File: src/rtl/rv_dbus_arb.sv
// Two-master arbiter for the dpram read/write port: same-cycle grant, 1-cycle read return.
// Optional round-robin tie policy enabled by defining RV_DBUS_ARB_RR_EN (default: m0 fixed priority).
module rv_dbus_arb #(
    parameter int AW      = 32,
    parameter int MAXWAIT = 15
) (
    input  logic          i_clk,
    input  logic          i_reset,
    input  logic [AW-1:0] i_m0_adr,
    input  logic          i_m0_re,
    input  logic [3:0]    i_m0_we,
    input  logic [31:0]   i_m0_dw,
    output logic [31:0]   o_m0_dr,
    output logic          o_m0_rdy,
    input  logic [AW-1:0] i_m1_adr,
    input  logic          i_m1_re,
    input  logic [3:0]    i_m1_we,
    input  logic [31:0]   i_m1_dw,
    output logic [31:0]   o_m1_dr,
    output logic          o_m1_rdy,
    input  logic          i_m1_lock,
    output logic [AW-1:0] o_s_adr,
    output logic          o_s_re,
    output logic [3:0]    o_s_we,
    output logic [31:0]   o_s_dw,
    input  logic [31:0]   i_s_dr
);

    localparam int CLW = $clog2(MAXWAIT + 1);
    localparam int CW  = (CLW > 4) ? CLW : 4;
    localparam logic [CW-1:0] WMAX = CW'(MAXWAIT);

    typedef enum logic {LAST_M0 = 1'b0, LAST_M1 = 1'b1} last_t;

    last_t         r_last;
    logic [1:0]    r_rsel;
    logic [CW-1:0] r_wcnt [2];

    logic [1:0]    w_req;
    logic [1:0]    w_re;
    logic [1:0]    w_sat;
    logic [1:0]    w_gnt;
    logic          w_pick1;

    assign w_req    = {i_m1_re | (|i_m1_we), i_m0_re | (|i_m0_we)};
    assign w_re     = {i_m1_re, i_m0_re};
    assign w_sat[0] = (r_wcnt[0] == WMAX);
    assign w_sat[1] = (r_wcnt[1] == WMAX);

    // Tie resolution: starvation beats lock, lock beats the tie policy.
    always_comb begin
        w_pick1 = 1'b0;
        if (w_sat == 2'b11)
            w_pick1 = (r_last == LAST_M0);
        else if (w_sat[0])
            w_pick1 = 1'b0;
        else if (w_sat[1])
            w_pick1 = 1'b1;
        else if (i_m1_lock && r_last == LAST_M1)
            w_pick1 = 1'b1;
        else begin
`ifdef RV_DBUS_ARB_RR_EN
            w_pick1 = (r_last == LAST_M0);
`else
            w_pick1 = 1'b0;
`endif
        end
    end

    always_comb begin
        w_gnt = w_req;
        if (w_req == 2'b11)
            w_gnt = w_pick1 ? 2'b10 : 2'b01;
        if (i_reset)
            w_gnt = 2'b00;
    end

    always_comb begin
        o_s_adr = '0;
        o_s_re  = 1'b0;
        o_s_we  = 4'b0000;
        o_s_dw  = '0;
        if (w_gnt[0]) begin
            o_s_adr = i_m0_adr;
            o_s_re  = i_m0_re;
            o_s_we  = i_m0_we;
            o_s_dw  = i_m0_dw;
        end else if (w_gnt[1]) begin
            o_s_adr = i_m1_adr;
            o_s_re  = i_m1_re;
            o_s_we  = i_m1_we;
            o_s_dw  = i_m1_dw;
        end
    end

    assign o_m0_rdy = ~i_reset & (~w_req[0] | w_gnt[0]);
    assign o_m1_rdy = ~i_reset & (~w_req[1] | w_gnt[1]);

    // Read data from a read in flight is suppressed while reset is high.
    assign o_m0_dr = (r_rsel[0] && !i_reset) ? i_s_dr : 32'h0;
    assign o_m1_dr = (r_rsel[1] && !i_reset) ? i_s_dr : 32'h0;

    always_ff @(posedge i_clk) begin
        if (i_reset) begin
            r_rsel <= 2'b00;
            r_last <= LAST_M1;
            for (int i = 0; i < 2; i++)
                r_wcnt[i] <= '0;
        end else begin
            r_rsel <= w_gnt & w_re;
            if (w_gnt[0])
                r_last <= LAST_M0;
            else if (w_gnt[1])
                r_last <= LAST_M1;
            for (int i = 0; i < 2; i++) begin
                if (!w_req[i] || w_gnt[i])
                    r_wcnt[i] <= '0;
                else if (r_wcnt[i] != WMAX)
                    r_wcnt[i] <= r_wcnt[i] + 1'b1;
            end
        end
    end

endmodule

File: config.mk
export PLATFORM = sky130hd
export DESIGN_NAME = rv_dbus_arb
export DESIGN_NICKNAME = d
export VERILOG_FILES = /design/src/rtl/rv_dbus_arb.sv
export SDC_FILE = /design/constraint.sdc
export NUM_CORES = 1
export LEC_CHECK = 0
export ABC_AREA = 1
export BUFFER_PORTS_ARGS = -buffer_cell sky130_fd_sc_hd__buf_4
export CAP_MARGIN = 20
export CORE_AREA = 2 2 119 121
export DETAILED_ROUTE_END_ITERATION = 6
export DIE_AREA = 0 0 121 123
export PLACE_DENSITY_LB_ADDON = 0.2
export SETUP_SLACK_MARGIN = 0.02
export SLEW_MARGIN = 20
export SYNTH_ARGS = -nofsm -noshare
export SYNTH_HDL_FRONTEND = slang
export SYNTH_SLANG_ARGS = --single-unit
File: constraint.sdc
create_clock -name i_clk -period 2.25 [get_ports i_clk]
set_input_delay 0.225 -clock i_clk [delete_from_list [all_inputs] [get_ports i_clk]]
set_output_delay 0.225 -clock i_clk [all_outputs]
set_load 0.01 [all_outputs]
==> impl_metrics.yaml, run 1 <==
power:
  max-vdd-ir-drop_uv: 171.4
  combPwrFrac_pct: 62.6
  p_sw_share_pct: 34.51
  p_leak_nw: 2.955
  sequentialPowerShare_pct: 16.5
  total_power_w: 0.001553
  p_clk_share_pct: 20.9
  power.density_nw_per_um2: 309.5
  p_int_w: 0.001017
  switching_power_w: 0.0005359
global_routing:
  grt_first_pass_wirelength_mm: 16.44
  overflow: 0
  grt_usage_pct: 13.62
  antenna_found_initial: 0
  grt_max_degree: 68
  grt_pass1_vias: 3470
worst_hold_path:
  hold_depth: 3
  min_from: "i_m1_re"
  min_path_type: "in -> reg"
  whs_endpoint: "r_rsel[1]$_SDFF_PP0_"
route:
  drc: 0
  routed_wl_mm: 12.73
  wire_per_inst_um: 14.29
  viasPerCell: 4.385
  drt_iter0_drc: 134
  final_antenna_net_count: 0
  first_pass_iters: 6
  vias: 3907
final_layout:
  diodes: 0
  finish.utilization_pct: 36.86
  areaGrowthSynthToFinish_pct: 142.3
  drive_above_1_share_pct: 50.35
  nets: 887
  layout.cells.non_filler: 891
  fillCellCount: 1448
synth:
  synth_simple_gate_area_share_pct: 66.16
  syn_area_per_cell_um2: 5.088
  netlist_area_um2: 2071
  synth_fa_ha_area_share_pct: 1.208
  yosysWarnings: 0
  synth_xor_area_share_pct: 1.692
  ys_seq_elements: 11
  synth_area_leaders: "nand3_1 (34%), nand2_1 (15%), nor2_1 (14%)"
  synth_cells: 407
  muxShareOfSynthArea_pct: 0
  synth_top_area_share_pct: 34.08
  synth_top_family_by_area: "simple AND/OR/NAND/NOR gates"
  yosysTopAreaCell: "nand3_1"
  seq_area_frac_synth_pct: 14.50
  synth_cell_types: 20
  syn-num-nets: 582
  synth-compound-area-share_pct: 0.9063
clocking:
  cts_buffers: 3
  cts_root_buf: "clkbuf_16"
  cts.clk_slew.worst_paths_ns: 0.04
  cts_sinks: 11
  tritoncts: "yes"
  clk_latency_ns: 0.24
  cts_hold_buffers: 0
  clk_path_buf_depth: 2
  cts-htree-levels: 1
worst_setup_path:
  rr_endpoint: "r_wcnt[0][3]$_SDFFCE_PN0P_"
  r2r-start: "r_wcnt[0][1]$_SDFFCE_PN0P_"
  end_kind: "output pin"
  crit_type: "reg -> out"
  rrSetupSlack_ns: 0.30
  worstPathRequired_ns: 2.03
  crit_path_start_kind: "flip-flop"
  cp_data_arrival_time_ns: 1.95
  rr_worst_depth: 9
  worstPathMaxFanout: 10
timing:
  max_slew_margin_pct: 75.67
  hold_viol_final: 0
  rsz0062_at_grt: "true"
  slew_viol_final: 0
  max_freq_mhz: 459.9
  min_period_over_period_pct: 96.63
  tightest_slew_ns: 0.3650
  setup_viol: 0
  post-route-min-period_ns: 2.174
  clock_skew_ns: 0.0006014
place:
  gp_congestion: 0.8009
  dpl.cell_count: 869
  port_buffers: 307
  hpwl_mm: 9.143
floorplan:
  ios: 308
  fp.dieH_um: 123
  core_region_area_um2: 13610
  start_util_pct: 15.21
  rows: 43
  die_w_um: 121
  die_area_um2: 14880
status:
  status: "complete, no violations"
flow_run:
  maxCapViolCount: 0
==> logic make-up after synthesis <==
logic type,count (synthesis)
AOI/OAI and AO/OA,3
xor gates and xnor gates,4
adders and majority gates,2
buffers and inverters,79
DFF,11
and+or+nand+nor,308
==> cell usage in the layout, fill, tap and decap left out <==
cell       Yosys  layout
buf_4          2     318
nand3_1      141     137
nand2_1       84      77
nor2_1        77      76
inv_1         44      43
clkbuf_16      0      10
edfxtp_1       8       8
buf_12         0       6
nand3_2        1       5
nand2_2        0       5
buf_6          0       4
nand4_1        3       3
dfxtp_1        3       3
nand2_4        0       2
nor2_4         1       2
xnor2_1        2       2
xor2_1         2       2
ha_2           0       2
nor2_8         1       1
o21ai_4        0       1
inv_2          0       1
a21oi_2        0       1
o21ai_0        1       1
clkbuf_1      12       1
==> flip-flops by register name, indices dropped and copies added (netlist names) <==
| signal | flops |
|---|---|
| r_wcnt | 8 |
| r_rsel | 2 |
| r_last | 1 |
==> Yosys cell counts <==
library cell	number
a21oi_1	1
nand3_1	141
o21ai_0	1
nand3_2	1
ha_1	2
nor2_1	77
nor2_4	1
xor2_1	2
edfxtp_1	8
buf_1	7
nor2_8	1
xnor2_1	2
buf_4	2
nand4_1	3
nand2_1	84
dfxtp_1	3
buf_2	14
o21ai_2	1
clkbuf_1	12
inv_1	44
==> metrics by stage <==
step	hold WS [ns]	instance area (um^2)	worst slack, ns	setup TNS [ns]
after global placement	0.5034	4569	0.1833	0
after CTS	0.2476	4717	0.02637	0
after global routing	0.2790	5017	-0.01870	-0.1597
after floorplan	0.3749	2071	0.5049	0
after detailed placement	0.4925	4569	0.1679	0
final	0.2475	5017	0.07584	0
==> critical path, stage by stage (launching register included) <==
cell	delay (ns)
edfxtp_1	0.39
ha_2	0.22
nand2_2	0.09
nor2_4	0.05
nand2_2	0.08
nand2_4	0.06
nor2_4	0.18
nor2_8	0.08
buf_4	0.14
clkbuf_16	0.16
nand3_1	0.07
nand2_1	0.06
buf_4	0.14
==> power groups by stage <==
stage	sequential, W	clock (W)	combinational (W)
after floorplan	0.000255	0	0.000337
after global placement	0.000257	0	0.000837
after detailed placement	0.000259	0	0.000842
after CTS	0.000255	0.000328	0.000873
after global routing	0.000259	0.000342	0.00105
final	0.000257	0.000324	0.000972
==> area by class of cell <==
type | instances | area [um^2] | area share (%)
timing repair buffer | 335 | 2728 | 54.36
multi-input combinational | 317 | 1520 | 30.30
sequential | 11 | 300.3 | 5.985
tap | 180 | 225.2 | 4.489
inverter | 44 | 165.2 | 3.292
clock buffer | 4 | 78.83 | 1.571
==> metal layers <==
| layer | vias up | GRT usage, % | routed length [um] |
|---|---|---|---|
| met3 | 26 | 3.736 | 1174 |
| li1 | 1920 | - | - |
| met4 | 0 | 4.942 | 375 |
| met1 | 1749 | 13.57 | 4414 |
| met2 | 212 | 26.76 | 6769 |
| met5 | - | 0 | 0 |
==> repair_timing <==
item                       4_1_cts  5_1_grt
gates resized for setup          3       25
pin swaps                        1       10
setup endpoints to repair       66       70
gates cloned                     1        7
buffers inserted                 3        8
==> how the worst max path moves through the flow <==
stage / from / end / slack [ns] / cells after the start
after floorplan: r_wcnt[0][0]$_SDFFCE_PN0P_ / r_wcnt[1][0]$_SDFFCE_PN0P_ / 0.50 / 9
after global placement: r_wcnt[0][0]$_SDFFCE_PN0P_ / o_s_adr[20] / 0.18 / 10
after detailed placement: r_wcnt[0][0]$_SDFFCE_PN0P_ / o_s_dw[5] / 0.17 / 10
after CTS: r_wcnt[1][0]$_SDFFCE_PN0P_ / o_s_adr[20] / 0.03 / 10
after global routing: r_wcnt[0][1]$_SDFFCE_PN0P_ / o_s_dw[26] / -0.02 / 12
final: r_wcnt[0][1]$_SDFFCE_PN0P_ / o_s_adr[11] / 0.08 / 12
Note: power is estimated with default switching activity, not from simulation.
==> run 2, diff against run 1 <==
clock period = 2.2 ns   (was 2.25 ns; I/O delays follow)
==> impl_metrics.yaml, run 2 (synthesis gave the netlist of run 1 again) <==
final_layout:
  final_common_cell: "buf_4"
  nets: 893
  regMostFlops: "r_wcnt"
  drive_above_1_share_pct: 52.16
  reg.largest.list: "r_wcnt (8), r_rsel (2), r_last (1)"
  diodes: 0
  largest_register_ffs: 8
  layout_common_cells: "buf_4 (304), nand3_1 (130), nor2_1 (76), nand2_1 (73), inv_1 (43)"
  areaGrowthSynthToFinish_pct: 150.9
  final_cell_area_um2: 5195
power:
  p_leak_nw: 3.015
  max-vdd-ir-drop_uv: 206.0
  power.density_nw_per_um2: 316.4
  total_power_w: 0.001644
worst_setup_path:
  rr_endpoint: "r_wcnt[0][2]$_SDFFCE_PN0P_"
  crit_type: "reg -> out"
  cp_slowest_cell: "edfxtp_1"
  startpoint: "r_wcnt[0][1]$_SDFFCE_PN0P_"
  rrSetupSlack_ns: 0.24
  worstPathMaxFanout: 6
  rr_worst_depth: 9
  crit_chain: "ha_2 -> nand2_1 -> nor2_2 -> nand2_1 -> nand2_2 -> nor2_4 -> nor2_8 -> buf_6 -> clkbuf_16 -> nand3_1 -> nand2_1 -> buf_4"
  r2r-start: "r_wcnt[0][1]$_SDFFCE_PN0P_"
  cp_data_arrival_time_ns: 1.98
  crit_path_end: "o_s_dw[3]"
  worstPathRequired_ns: 1.98
  crit_path_start_kind: "flip-flop"
  critical-path-max-stage-delay_ns: 0.36
  end_kind: "output pin"
  cp_common_cell: "nand2_1"
global_routing:
  grt_first_pass_wirelength_mm: 17.11
  grt_max_degree: 50
  antenna_found_initial: 0
  grt_pass1_vias: 3626
  overflow: 0
  grt_usage_pct: 14.18
floorplan:
  ios: 308
  core_region_area_um2: 13610
  die_w_um: 121
  die_area_um2: 14880
  rows: 43
  start_util_pct: 15.21
  fp.dieH_um: 123
timing:
  setup_viol: 1
  min_period_over_period_pct: 100.0
  max_freq_mhz: 454.5
  clock_skew_ns: 0.004424
  post-route-min-period_ns: 2.200
  tightest_slew_ns: 0.6020
  slew_viol_final: 0
  max_slew_margin_pct: 59.86
  hold_viol_final: 0
  rsz0062_at_grt: "true"
  finalWorstSetupSlack_ns: -0.0002898
  hold_slack_ns: 0.2372
worst_hold_path:
  min_path_type: "in -> reg"
  hold_depth: 3
status:
  violations: "negative setup slack"
  status: "finished with violations"
clocking:
  cts_buffers: 3
  cts.clk_slew.worst_paths_ns: 0.04
  tritoncts: "yes"
  cts_sinks: 11
  cts_root_buf: "clkbuf_16"
  cts-htree-levels: 1
  clk_latency_ns: 0.24
  clk_path_buf_depth: 2
place:
  placed_cell_area_um2: 4569
  hpwl_mm: 9.296
  port_buffers: 307
  gp_congestion: 0.7711
route:
  wire_per_inst_um: 14.39
  drt_iter0_drc: 92
  drc: 0
  viasPerCell: 4.356
  vias: 3907
  first_pass_iters: 6
  final_antenna_net_count: 0
  routed_wl_mm: 12.91
flow_run:
  maxCapViolCount: 0
[run 2: worst min-delay path by stage]
stage / slack (ns) / startpoint / to
after detailed placement: 0.49 / i_m1_re / r_rsel[1]$_SDFF_PP0_
final: 0.24 / i_m0_re / r_rsel[0]$_SDFF_PP0_
after global placement: 0.49 / i_m1_re / r_rsel[1]$_SDFF_PP0_
after global routing: 0.26 / i_m0_re / r_rsel[0]$_SDFF_PP0_
after CTS: 0.24 / i_m1_re / r_rsel[1]$_SDFF_PP0_
after floorplan: 0.37 / i_m0_re / r_rsel[0]$_SDFF_PP0_
[run 2: area by class of cell]
type / instances / area, um^2
inverter: 44 / 165.2
tap: 180 / 225.2
sequential: 11 / 300.3
multi-input combinational: 317 / 1574
timing repair buffer: 341 / 2851
fill: 1455 / 8417
clock buffer: 4 / 78.83
[run 2: power breakdown]
group | switching, W | internal, W | total, W
sequential | 0.0000141 | 0.000247 | 0.000261
combinational | 0.000462 | 0.000583 | 0.00104
clock | 0.0000939 | 0.000244 | 0.000338
total | 0.000570 | 0.00107 | 0.00164
[run 2: metrics by stage]
step | TNS [ns] | instances | util (%) | worst slack, ns
floorplan | 0 | 407 | - | 0.4549
global placement | 0 | 869 | 33.57 | 0.1681
detailed placement | 0 | 869 | 33.57 | 0.1478
CTS | -1.200 | 883 | 35.50 | -0.05535
global route | -4.196 | 897 | 38.17 | -0.1139
finish | -0.0002898 | 897 | 38.17 | -0.0002898
[run 2: critical path, delay by kind of cell (launching register included)]
kind / cells / cell delay [ns]
simple gates: 8 / 0.76
buf+inv: 3 / 0.43
flops: 1 / 0.36
fa+ha+maj: 1 / 0.19
[run 2: what timing repair did]
item | CTS | global route
resized for setup | 10 | 48
hold endpoints to repair | 0 | 0
pin swaps | 6 | 21
setup endpoints to repair | 66 | 71
hold buffers | 0 | 0
setup buffers | 7 | 9
cloned | 3 | 7
[run 2: per-layer routing]
| layer | up-vias | GRT usage [%] | wire [um] |
|---|---|---|---|
| met5 | - | 0 | 0 |
| met4 | 0 | 3.852 | 215 |
| met3 | 15 | 3.321 | 1161 |
| met2 | 204 | 29.04 | 7004 |
| met1 | 1760 | 14.05 | 4524 |
| li1 | 1928 | - | - |
